==> config.mk <==
export PLATFORM = sky130hd
export DESIGN_NAME = intr_controller_flat
export DESIGN_NICKNAME = d
export VERILOG_FILES = /design/src/rtl/intr_controller_pkg.sv /design/src/rtl/intr_controller_if.sv /design/src/rtl/intr_controller_prio_enc.sv /design/src/rtl/intr_controller.sv /design/src/flat_wrapper.sv
export SDC_FILE = /design/constraint.sdc
export NUM_CORES = 1
export LEC_CHECK = 0
export CORE_ASPECT_RATIO = 0.8
export CORE_UTILIZATION = 35
export CTS_BUF_LIST = sky130_fd_sc_hd__clkbuf_2
export DETAILED_ROUTE_END_ITERATION = 8
export PLACE_DENSITY = 0.88
export SKIP_LAST_GASP = 1
export SYNTH_ARGS = -nofsm -noshare
export SYNTH_HDL_FRONTEND = slang
export SYNTH_HIERARCHICAL = 1
export SYNTH_SLANG_ARGS = --single-unit
export TNS_END_PERCENT = 10
==> constraint.sdc <==
create_clock -name Clk -period 1.85 [get_ports Clk]
set_input_delay 0.2775 -clock Clk [delete_from_list [all_inputs] [get_ports Clk]]
set_output_delay 0.2775 -clock Clk [all_outputs]
set_load 0.02 [all_outputs]
==> src/rtl/intr_controller_pkg.sv <==
// Shared definitions for the interrupt controller: register word offsets, FSM encoding, cause width.
// Pure declarations; no latency or flow control.
package intr_controller_pkg;

  localparam int CAUSE_W = 5;

  localparam logic [1:0] OFF_PEND = 2'd0;
  localparam logic [1:0] OFF_MASK = 2'd1;
  localparam logic [1:0] OFF_ISR  = 2'd2;
  localparam logic [1:0] OFF_EOI  = 2'd3;

  typedef enum logic [1:0] {
    ST_IDLE = 2'd0,
    ST_REQ  = 2'd1,
    ST_SERV = 2'd2
  } intc_state_e;

  function automatic logic in_window(input logic [27:0] addr_hi, input logic [27:0] base_hi);
    return addr_hi == base_hi;
  endfunction

endpackage

==> src/rtl/intr_controller_if.sv <==
// CPU data-bus view of the controller's 16-byte register window (aluout/data/wmem side).
// Reads are combinational; writes take effect on the next clock edge, never stalled.
interface intr_controller_if;

  logic [31:0] bus_addr;
  logic [31:0] bus_wdata;
  logic        bus_we;
  logic [31:0] bus_rdata;
  logic        bus_hit;

  modport master (
    output bus_addr, bus_wdata, bus_we,
    input  bus_rdata, bus_hit
  );

  modport slave (
    input  bus_addr, bus_wdata, bus_we,
    output bus_rdata, bus_hit
  );

endinterface

==> src/rtl/intr_controller_prio_enc.sv <==
// Lowest-set-index priority encoder (bit 0 wins) plus any-set flag.
// Purely combinational, zero latency, no backpressure.
module intr_controller_prio_enc
  import intr_controller_pkg::*;
#(
  parameter int N = 8
) (
  input  logic [N-1:0]       vec_i,
  output logic [CAUSE_W-1:0] idx_o,
  output logic               any_o
);

  // Scanning downward lets the lowest set bit overwrite any higher one.
  always_comb begin
    idx_o = '0;
    for (int i = N - 1; i >= 0; i--) begin
      if (vec_i[i]) idx_o = CAUSE_W'(i);
    end
  end

  assign any_o = |vec_i;

endmodule

==> src/rtl/intr_controller.sv <==
// Memory-mapped interrupt controller: edge-detected pending bits, mask, fixed priority, Intr/Inta claim, EOI.
// irq rise to Intr is two edges; register reads are combinational, writes land on the next edge.
module intr_controller
  import intr_controller_pkg::*;
#(
  parameter int          NSRC      = 8,
  parameter logic [31:0] BASE_ADDR = 32'h0000_FF00
) (
  input  logic                Clk,
  input  logic                Clrn,
  input  logic [NSRC-1:0]     irq_in,
  input  logic                Inta,
  intr_controller_if.slave    bus,
  output logic                Intr,
  output logic [CAUSE_W-1:0]  cause_id
);

  logic [NSRC-1:0]    pend_q, pend_d;
  logic [NSRC-1:0]    mask_q, mask_d;
  logic [NSRC-1:0]    irq_prev_q;
  intc_state_e        state_q;
  logic               intr_q;
  logic [CAUSE_W-1:0] cause_q;

  logic [NSRC-1:0]    rise, active, win_1h, clr;
  logic [CAUSE_W-1:0] win_idx;
  logic               win_any;
  logic               hit, wr_pend, wr_mask, wr_eoi, claim, in_service;
  logic               unused_bits;

  assign hit        = in_window(bus.bus_addr[31:4], BASE_ADDR[31:4]);
  assign wr_pend    = hit && bus.bus_we && (bus.bus_addr[3:2] == OFF_PEND);
  assign wr_mask    = hit && bus.bus_we && (bus.bus_addr[3:2] == OFF_MASK);
  assign wr_eoi     = hit && bus.bus_we && (bus.bus_addr[3:2] == OFF_EOI);
  assign in_service = (state_q == ST_SERV);
  assign unused_bits = ^{bus.bus_addr[1:0], bus.bus_wdata, BASE_ADDR[3:0]};

  assign rise   = irq_in & ~irq_prev_q;
  assign active = pend_q & mask_q;

  intr_controller_prio_enc #(.N(NSRC)) u_prio (
    .vec_i (active),
    .idx_o (win_idx),
    .any_o (win_any)
  );

  // Claim and W1C both use pre-update PEND/MASK; a new rise in the same cycle wins over either clear.
  assign claim  = (state_q == ST_REQ) && Inta;
  assign win_1h = win_any ? (NSRC'(1) << win_idx) : '0;
  assign clr    = (wr_pend ? bus.bus_wdata[NSRC-1:0] : '0) | (claim ? win_1h : '0);
  assign pend_d = rise | (pend_q & ~clr);
  assign mask_d = wr_mask ? bus.bus_wdata[NSRC-1:0] : mask_q;

  always_comb begin
    bus.bus_rdata = '0;
    if (hit) begin
      case (bus.bus_addr[3:2])
        OFF_PEND: bus.bus_rdata = 32'(pend_q);
        OFF_MASK: bus.bus_rdata = 32'(mask_q);
        OFF_ISR:  bus.bus_rdata = 32'({in_service, cause_q});
        default:  bus.bus_rdata = '0;
      endcase
    end
  end

  assign bus.bus_hit = hit;
  assign Intr        = intr_q;
  assign cause_id    = cause_q;

  always_ff @(posedge Clk) begin
    if (Clrn) begin
      pend_q     <= '0;
      mask_q     <= '0;
      irq_prev_q <= '0;
      state_q    <= ST_IDLE;
      intr_q     <= 1'b0;
      cause_q    <= '0;
    end else begin
      pend_q     <= pend_d;
      mask_q     <= mask_d;
      irq_prev_q <= irq_in;
      case (state_q)
        ST_IDLE: begin
          if (win_any) begin
            state_q <= ST_REQ;
            intr_q  <= 1'b1;
          end
        end
        ST_REQ: begin
          if (Inta) begin
            state_q <= ST_SERV;
            cause_q <= win_idx;
            intr_q  <= 1'b0;
          end else if (!win_any) begin
            state_q <= ST_IDLE;
            intr_q  <= 1'b0;
          end
        end
        ST_SERV: begin
          if (wr_eoi) state_q <= ST_IDLE;
        end
        default: begin
          state_q <= ST_IDLE;
          intr_q  <= 1'b0;
        end
      endcase
    end
  end

endmodule

==> src/flat_wrapper.sv <==
// flat-port wrapper written by rule: the top's interface ports become plain ports
module intr_controller_flat import intr_controller_pkg::*;
#(
  parameter int          NSRC      = 8,
  parameter logic [31:0] BASE_ADDR = 32'h0000_FF00
)
  (Clk, Clrn, irq_in, Inta, Intr, cause_id, bus_bus_addr, bus_bus_wdata, bus_bus_we, bus_bus_rdata, bus_bus_hit);
  intr_controller_if bus_i ();
  input  logic Clk;
  input  logic Clrn;
  input  logic [NSRC-1:0] irq_in;
  input  logic Inta;
  output logic Intr;
  output logic [CAUSE_W-1:0] cause_id;
  input wire logic [$bits(bus_i.bus_addr)-1:0] bus_bus_addr;
  input wire logic [$bits(bus_i.bus_wdata)-1:0] bus_bus_wdata;
  input wire logic [$bits(bus_i.bus_we)-1:0] bus_bus_we;
  output wire logic [$bits(bus_i.bus_rdata)-1:0] bus_bus_rdata;
  output wire logic [$bits(bus_i.bus_hit)-1:0] bus_bus_hit;
  assign bus_i.bus_addr = bus_bus_addr;
  assign bus_i.bus_wdata = bus_bus_wdata;
  assign bus_i.bus_we = bus_bus_we;
  assign bus_bus_rdata = bus_i.bus_rdata;
  assign bus_bus_hit = bus_i.bus_hit;
  intr_controller #(.NSRC(NSRC), .BASE_ADDR(BASE_ADDR)) u_core (.Clk(Clk), .Clrn(Clrn), .irq_in(irq_in), .Inta(Inta), .bus(bus_i), .Intr(Intr), .cause_id(cause_id));
endmodule
==> run metrics, run 1 <==
sequential cell area fraction in the yosys report 32.6%; largest family of logic cells by synthesized area simple AND/OR/NAND/NOR gates; CP Class in -> out; # nets final 408; startpoint type of the worst setup path input port; unrepaired setup endpoints after global routing yes; status complete, but fails checks; total number of vias 1,990; R2R depth 9; Post-Synth Adder-Cell Area 0%; most common cell after layout, fill and taps aside buf_4; synthesized flop and latch total 32; EDFF count, synth 0; Area Growth Syn to Fin 50.2%; synth warn 6; Mapped Avg Cell Area 8.18 um^2; Req. time, crit path 1570 ps; initial core utilization 37.7%; CP max FO 5; Rows 23; worst hold path stage count 2; Synth area leader dfxtp_1; first-pass GRT wire length 8.74 mm; cts bufs inserted 5; Detailed Route WL 5.46 mm; clock skew 3.93 ps; clock sink count 32; area occupied by multi-input gates 1330 um^2; number of global-route vias before repair 1,983; initial antenna violation count 0; static leakage 0.00124 uW; Synth Area in Compound Gates 13.6%; TritonCTS clock tree built; Max Cap Viol 0; hold-fix buffers at CTS 0; cells after synthesis 240; most frequent cells in the layout 33 x buf_4, 32 x dfxtp_1, 27 x clkdlybuf4s50_1, 26 x nor2b_1, 26 x conb_1; Boundary Pins 115; clk_lat worst skew 360 ps; layout cells sized above 1 25.8%; crit path time final 1960 ps; area share of and/or/nand/nor cells after synthesis 34.2%; async set-reset flop share out of synthesis 0%; Max Freq 0.511 GHz; routed len/inst 13.4 um; antenna cells 0; hold crit path type in -> reg; Tcrit/Tclk final 106%; clk buf depth 2; DRC violations left 0; largest net degree at the start of global routing 15; VDD IR max 0.000368 V; crit path DAT 1680 ps; Detail Route Antenna Nets 0; CORE AREA 5210 um^2; Pre-antenna DRT Iters 4; Final Hold Vio Count 0; # fillers 470; Reg area 641 um^2; Iter 0 DRT Violations 110; setup violators final 11; Pwr per Cell Area 455 nW/um^2; slack of the critical path -108 ps; WHS 459 ps; fin. max-slew vios 0; failing checks negative setup slack; All-Layer GR Usage 19.2%; Setup crit end kind output port; top_reg_cell synth dfxtp_1; Yosys cell types 36; Die X 85.7 um; Synth Cell Area 1960 um^2; GP Congestion 0.908; H-tree Lvls 2; multiplexer area fraction after synthesis 6.63%; CTS root buffer clkbuf_2; DR vias/cell 4.88; hpwl dp 4.27 mm; die footprint 5910 um^2; top cell type's share of synthesized area 32.6%; total gr overflow 0; largest cells by area after synthesis dfxtp_1 33%, buf_4 9.9%, nor2b_1 8.6%; TNS Setup -751 ps; Die Ht 69.0 um; Worst-path clk slew 150 ps; xor/xnor share of the synthesized area 0%; IO Port Bufs 64
layer usage:
layer | GRT usage [%] | share of wire [%] | up-vias
met5 | 0 | 0 | -
met4 | 6.04 | 0.92 | 0
met3 | 4.64 | 9.4 | 7
met2 | 35.5 | 48 | 84
met1 | 22.4 | 42 | 916
li1 | - | - | 983
timing repair:
item / CTS / global route
setup endpoints to repair: 12 / 18
gates cloned: 1 / 0
gates resized for setup: 103 / 24
pin swaps: 12 / 10
setup buffers: 1 / 1
through the flow:
step	setup WS (ps)	utilization (%)	std cells	instance area, um^2	total power (uW)
CTS	-181	55.5	407	2890	1350
finish	-108	56.6	408	2950	1340
floorplan	0.145	-	264	2140	912
detailed placement	-976	55.2	397	2870	1040
global placement	-926	55.2	397	2870	1030
global route	-175	56.6	408	2950	1410
report_power, final:
group	switching [uW]	internal (uW)	leakage (uW)
sequential	11.4	716	0.000263
combinational	144	145	0.000944
clock	224	101	0.0000306
total	380	962	0.00124
worst max-delay path, stage by stage:
cell    delay (ps)
buf_6           90
or4_4          550
or3_4          480
nor3_4         140
buf_6          140
area by class of cell:
type                    count  share of cell area [%]
multi-input cells         194                    45.0
repair buffers             95                    28.3
flip-flops and latches     32                    21.7
well taps                  75                    3.18
clock buffers               7                    1.19
inverters                   4                   0.509
clock inverters             1                   0.127
registers in the layout, summed over array words and instances, names as in the netlist:
register           count
u_core/Intr            1
u_core/cause_id        5
u_core/irq_prev_q      8
u_core/mask_q          8
u_core/pend_q          8
u_core/state_q         2
logic make-up after synthesis:
group,after synthesis
flip-flops,32
other,2
AO/OA/AOI/OAI,48
multiplexers,13
AND/OR/NAND/NOR,106
buffers and inverters,39
cells in the mapped netlist, types with 2 or more instances:
cell type,instances
o21ai_0,10
nand3_1,18
buf_4,26
buf_1,2
nor3b_1,3
nor4_2,2
and4b_1,3
and2_1,8
and3b_1,5
clkbuf_1,4
nor2_1,22
nor4b_4,2
nor3_1,4
dfxtp_1,32
inv_1,3
a31oi_1,9
nor2b_1,27
buf_2,3
nand2_1,3
a21oi_1,24
mux2i_1,13
conb_1,2
nor4_1,2
final timing paths:
check / start / to / slack, ps
setup / recovery: bus_bus_addr[28] / bus_bus_rdata[7] / -110
hold / removal: irq_in[0] / u_core/irq_prev_q[0] / 460
setup reg to reg: u_core/mask_q[4] / u_core/pend_q[0] / -20
hold reg to reg: u_core/mask_q[3] / u_core/mask_q[3] / 500
No activity file was read; power rests on OpenSTA's default activity.
==> run 2, diff against run 1 <==
--- a/config.mk
+++ b/config.mk
@@ -5,7 +5,7 @@
 export SDC_FILE = /design/constraint.sdc
 export NUM_CORES = 1
 export LEC_CHECK = 0
-export CORE_ASPECT_RATIO = 0.8
+export CORE_ASPECT_RATIO = 0.9
 export CORE_UTILIZATION = 35
 export CTS_BUF_LIST = sky130_fd_sc_hd__clkbuf_2
 export DETAILED_ROUTE_END_ITERATION = 8
==> run metrics, run 2 (synthesis results as in run 1) <==
status complete, but fails checks (unchanged); failing checks negative setup slack (unchanged); VDD IR max 0.000252 V (was 0.000368 V); Max Cap Viol 0 (unchanged); largest net degree at the start of global routing 25 (was 15); routed len/inst 13.9 um (was 13.4 um); fin. max-slew vios 0 (unchanged); Worst-path clk slew 150 ps (about the same); setup violators final 15 (was 11); Setup crit end kind output port (unchanged); Boundary Pins 115 (unchanged); clock sink count 32 (unchanged); Layout Utilization 54.3% (was 56.6%); Buf+Inv Stages, Crit Path 3 (was 2); DR vias/cell 5.08 (was 4.88); hold-fix buffers at CTS 0 (unchanged); All-Layer GR Usage 19.5% (was 19.2%); initial core utilization 36.9% (was 37.7%); Pwr per Cell Area 455 nW/um^2 (about the same); static leakage 0.00120 uW (was 0.00124 uW); CORE AREA 5320 um^2 (was 5210 um^2); DRC violations left 0 (unchanged); crit path time final 2090 ps (was 1960 ps); Detailed Route WL 5.47 mm (was 5.46 mm); Iter 0 DRT Violations 108 (was 110); CP max FO 4 (was 5); Largest regs u_core/irq_prev_q (8), u_core/mask_q (8), u_core/pend_q (8) (unchanged); unrepaired setup endpoints after global routing yes (unchanged); Area Growth Syn to Fin 47.0% (was 50.2%); GP Congestion 0.845 (was 0.908); total number of vias 2,002 (was 1,990); die footprint 5910 um^2 (about the same); layout cells sized above 1 23.5% (was 25.8%); TritonCTS clock tree built (unchanged); Top delay family on crit path simple AND/OR/NAND/NOR gates (unchanged); Detail Route Antenna Nets 0 (unchanged); Slowest cell on crit path or4_4 (unchanged); CTS root buffer clkbuf_2 (unchanged); Tcrit/Tclk final 113% (was 106%); clk buf depth 2 (unchanged); antenna cells 0 (unchanged); first-pass GRT wire length 8.66 mm (was 8.74 mm); Final Hold Vio Count 0 (unchanged); clock skew 5.31 ps (was 3.93 ps); Most common cell on crit path buf_6 (unchanged); Placed Area 2790 um^2 (was 2870 um^2); CP Class in -> out (unchanged); CP Cell Sequence buf_6, or4_4, or3_4, buf_6, nor3_4, buf_6 (was buf_6, or4_4, or3_4, nor3_4, buf_6); overall power 1310 uW (was 1340 uW); Max Freq 0.479 GHz (was 0.511 GHz); clk_lat worst skew 370 ps (was 360 ps); Worst-Margin Slew 539 ps; Pre-antenna DRT Iters 4 (unchanged); total gr overflow 0 (unchanged); H-tree Lvls 2 (unchanged); initial antenna violation count 0 (unchanged); most frequent cells in the layout 32 x dfxtp_1, 27 x clkdlybuf4s50_1, 26 x nor2b_1, 26 x conb_1, 24 x a21oi_1 (was 33 x buf_4, 32 x dfxtp_1, 27 x clkdlybuf4s50_1, 26 x nor2b_1, 26 x conb_1); # fillers 508 (was 470); crit path DAT 1810 ps (was 1680 ps); slack of the critical path -238 ps (was -108 ps); hpwl dp 4.04 mm (was 4.27 mm); IO Port Bufs 64 (unchanged); cts bufs inserted 5 (unchanged); Largest stage delay, worst path 560 ps (was 550 ps); hold crit path type in -> reg (unchanged); most common cell after layout, fill and taps aside dfxtp_1 (was buf_4); Rows 25 (was 23); Slew headroom 63.6%; Die X 80.9 um (was 85.7 um); number of global-route vias before repair 1,910 (was 1,983); Req. time, crit path 1570 ps (about the same); Final Cell Area 2890 um^2 (was 2950 um^2); # nets final 403 (was 408); startpoint type of the worst setup path input port (unchanged); Die Ht 73.1 um (was 69.0 um)
run 2: cell types whose count changed in the layout (fill, tap and decap cells not counted), sizes merged:
cell           change
buf               -13
clkbuf             +3
clkdlybuf4s15      +3
dlygate4sd2        +1
run 2: repair_timing:
item                                    CTS  global route
endpoints found under the setup margin   15            17
gates cloned                              1             0
setup buffers                             6             2
resized for setup                        97            14
pin swaps                                11             9
run 2: final cells by class:
| class | instances | area (um^2) | share of cell area, % |
|---|---|---|---|
| multi-input combinational | 194 | 1290 | 44.9 |
| clock buffer | 6 | 30.0 | 1.04 |
| inverter | 4 | 15.0 | 0.520 |
| timing repair buffer | 90 | 817 | 28.3 |
| sequential | 32 | 641 | 22.2 |
| tap | 67 | 83.8 | 2.90 |
| clock inverter | 1 | 5.00 | 0.173 |
run 2: worst paths after layout:
| check | start | endpoint | slack [ps] | depth (start not counted) |
|---|---|---|---|---|
| setup / recovery | bus_bus_addr[26] | bus_bus_rdata[7] | -240 | 6 |
| hold / removal | irq_in[0] | u_core/irq_prev_q[0] | 450 | 2 |
| setup reg to reg | u_core/pend_q[6] | u_core/pend_q[1] | -100 | 8 |
| hold reg to reg | u_core/mask_q[6] | u_core/mask_q[6] | 500 | 2 |
run 2: layer usage:
metal	share of wire [%]	GRT usage [%]	vias to the layer above	routed length (um)
met1	40	22.8	940	2160
met2	51	34.5	80	2800
li1	-	-	971	-
met3	7.6	4.75	11	417
met5	0	0	-	0
met4	1.6	6.94	0	88
run 2: per-stage QoR:
| step | setup TNS (ps) | instances | setup slack [ps] | hold WS [ps] |
|---|---|---|---|---|
| final | -2170 | 394 | -238 | 449 |
| after global routing | -3500 | 394 | -271 | 431 |
| after CTS | -2540 | 392 | -302 | 432 |
| after detailed placement | -13140 | 378 | -999 | 479 |
| after global placement | -12130 | 378 | -982 | 469 |
| after floorplan | 0 | 264 | 0.145 | 357 |
run 2: report_power, final:
part / internal (uW) / switching, uW
clock network: 90.0 / 228
logic: 129 / 135
registers: 716 / 14.6
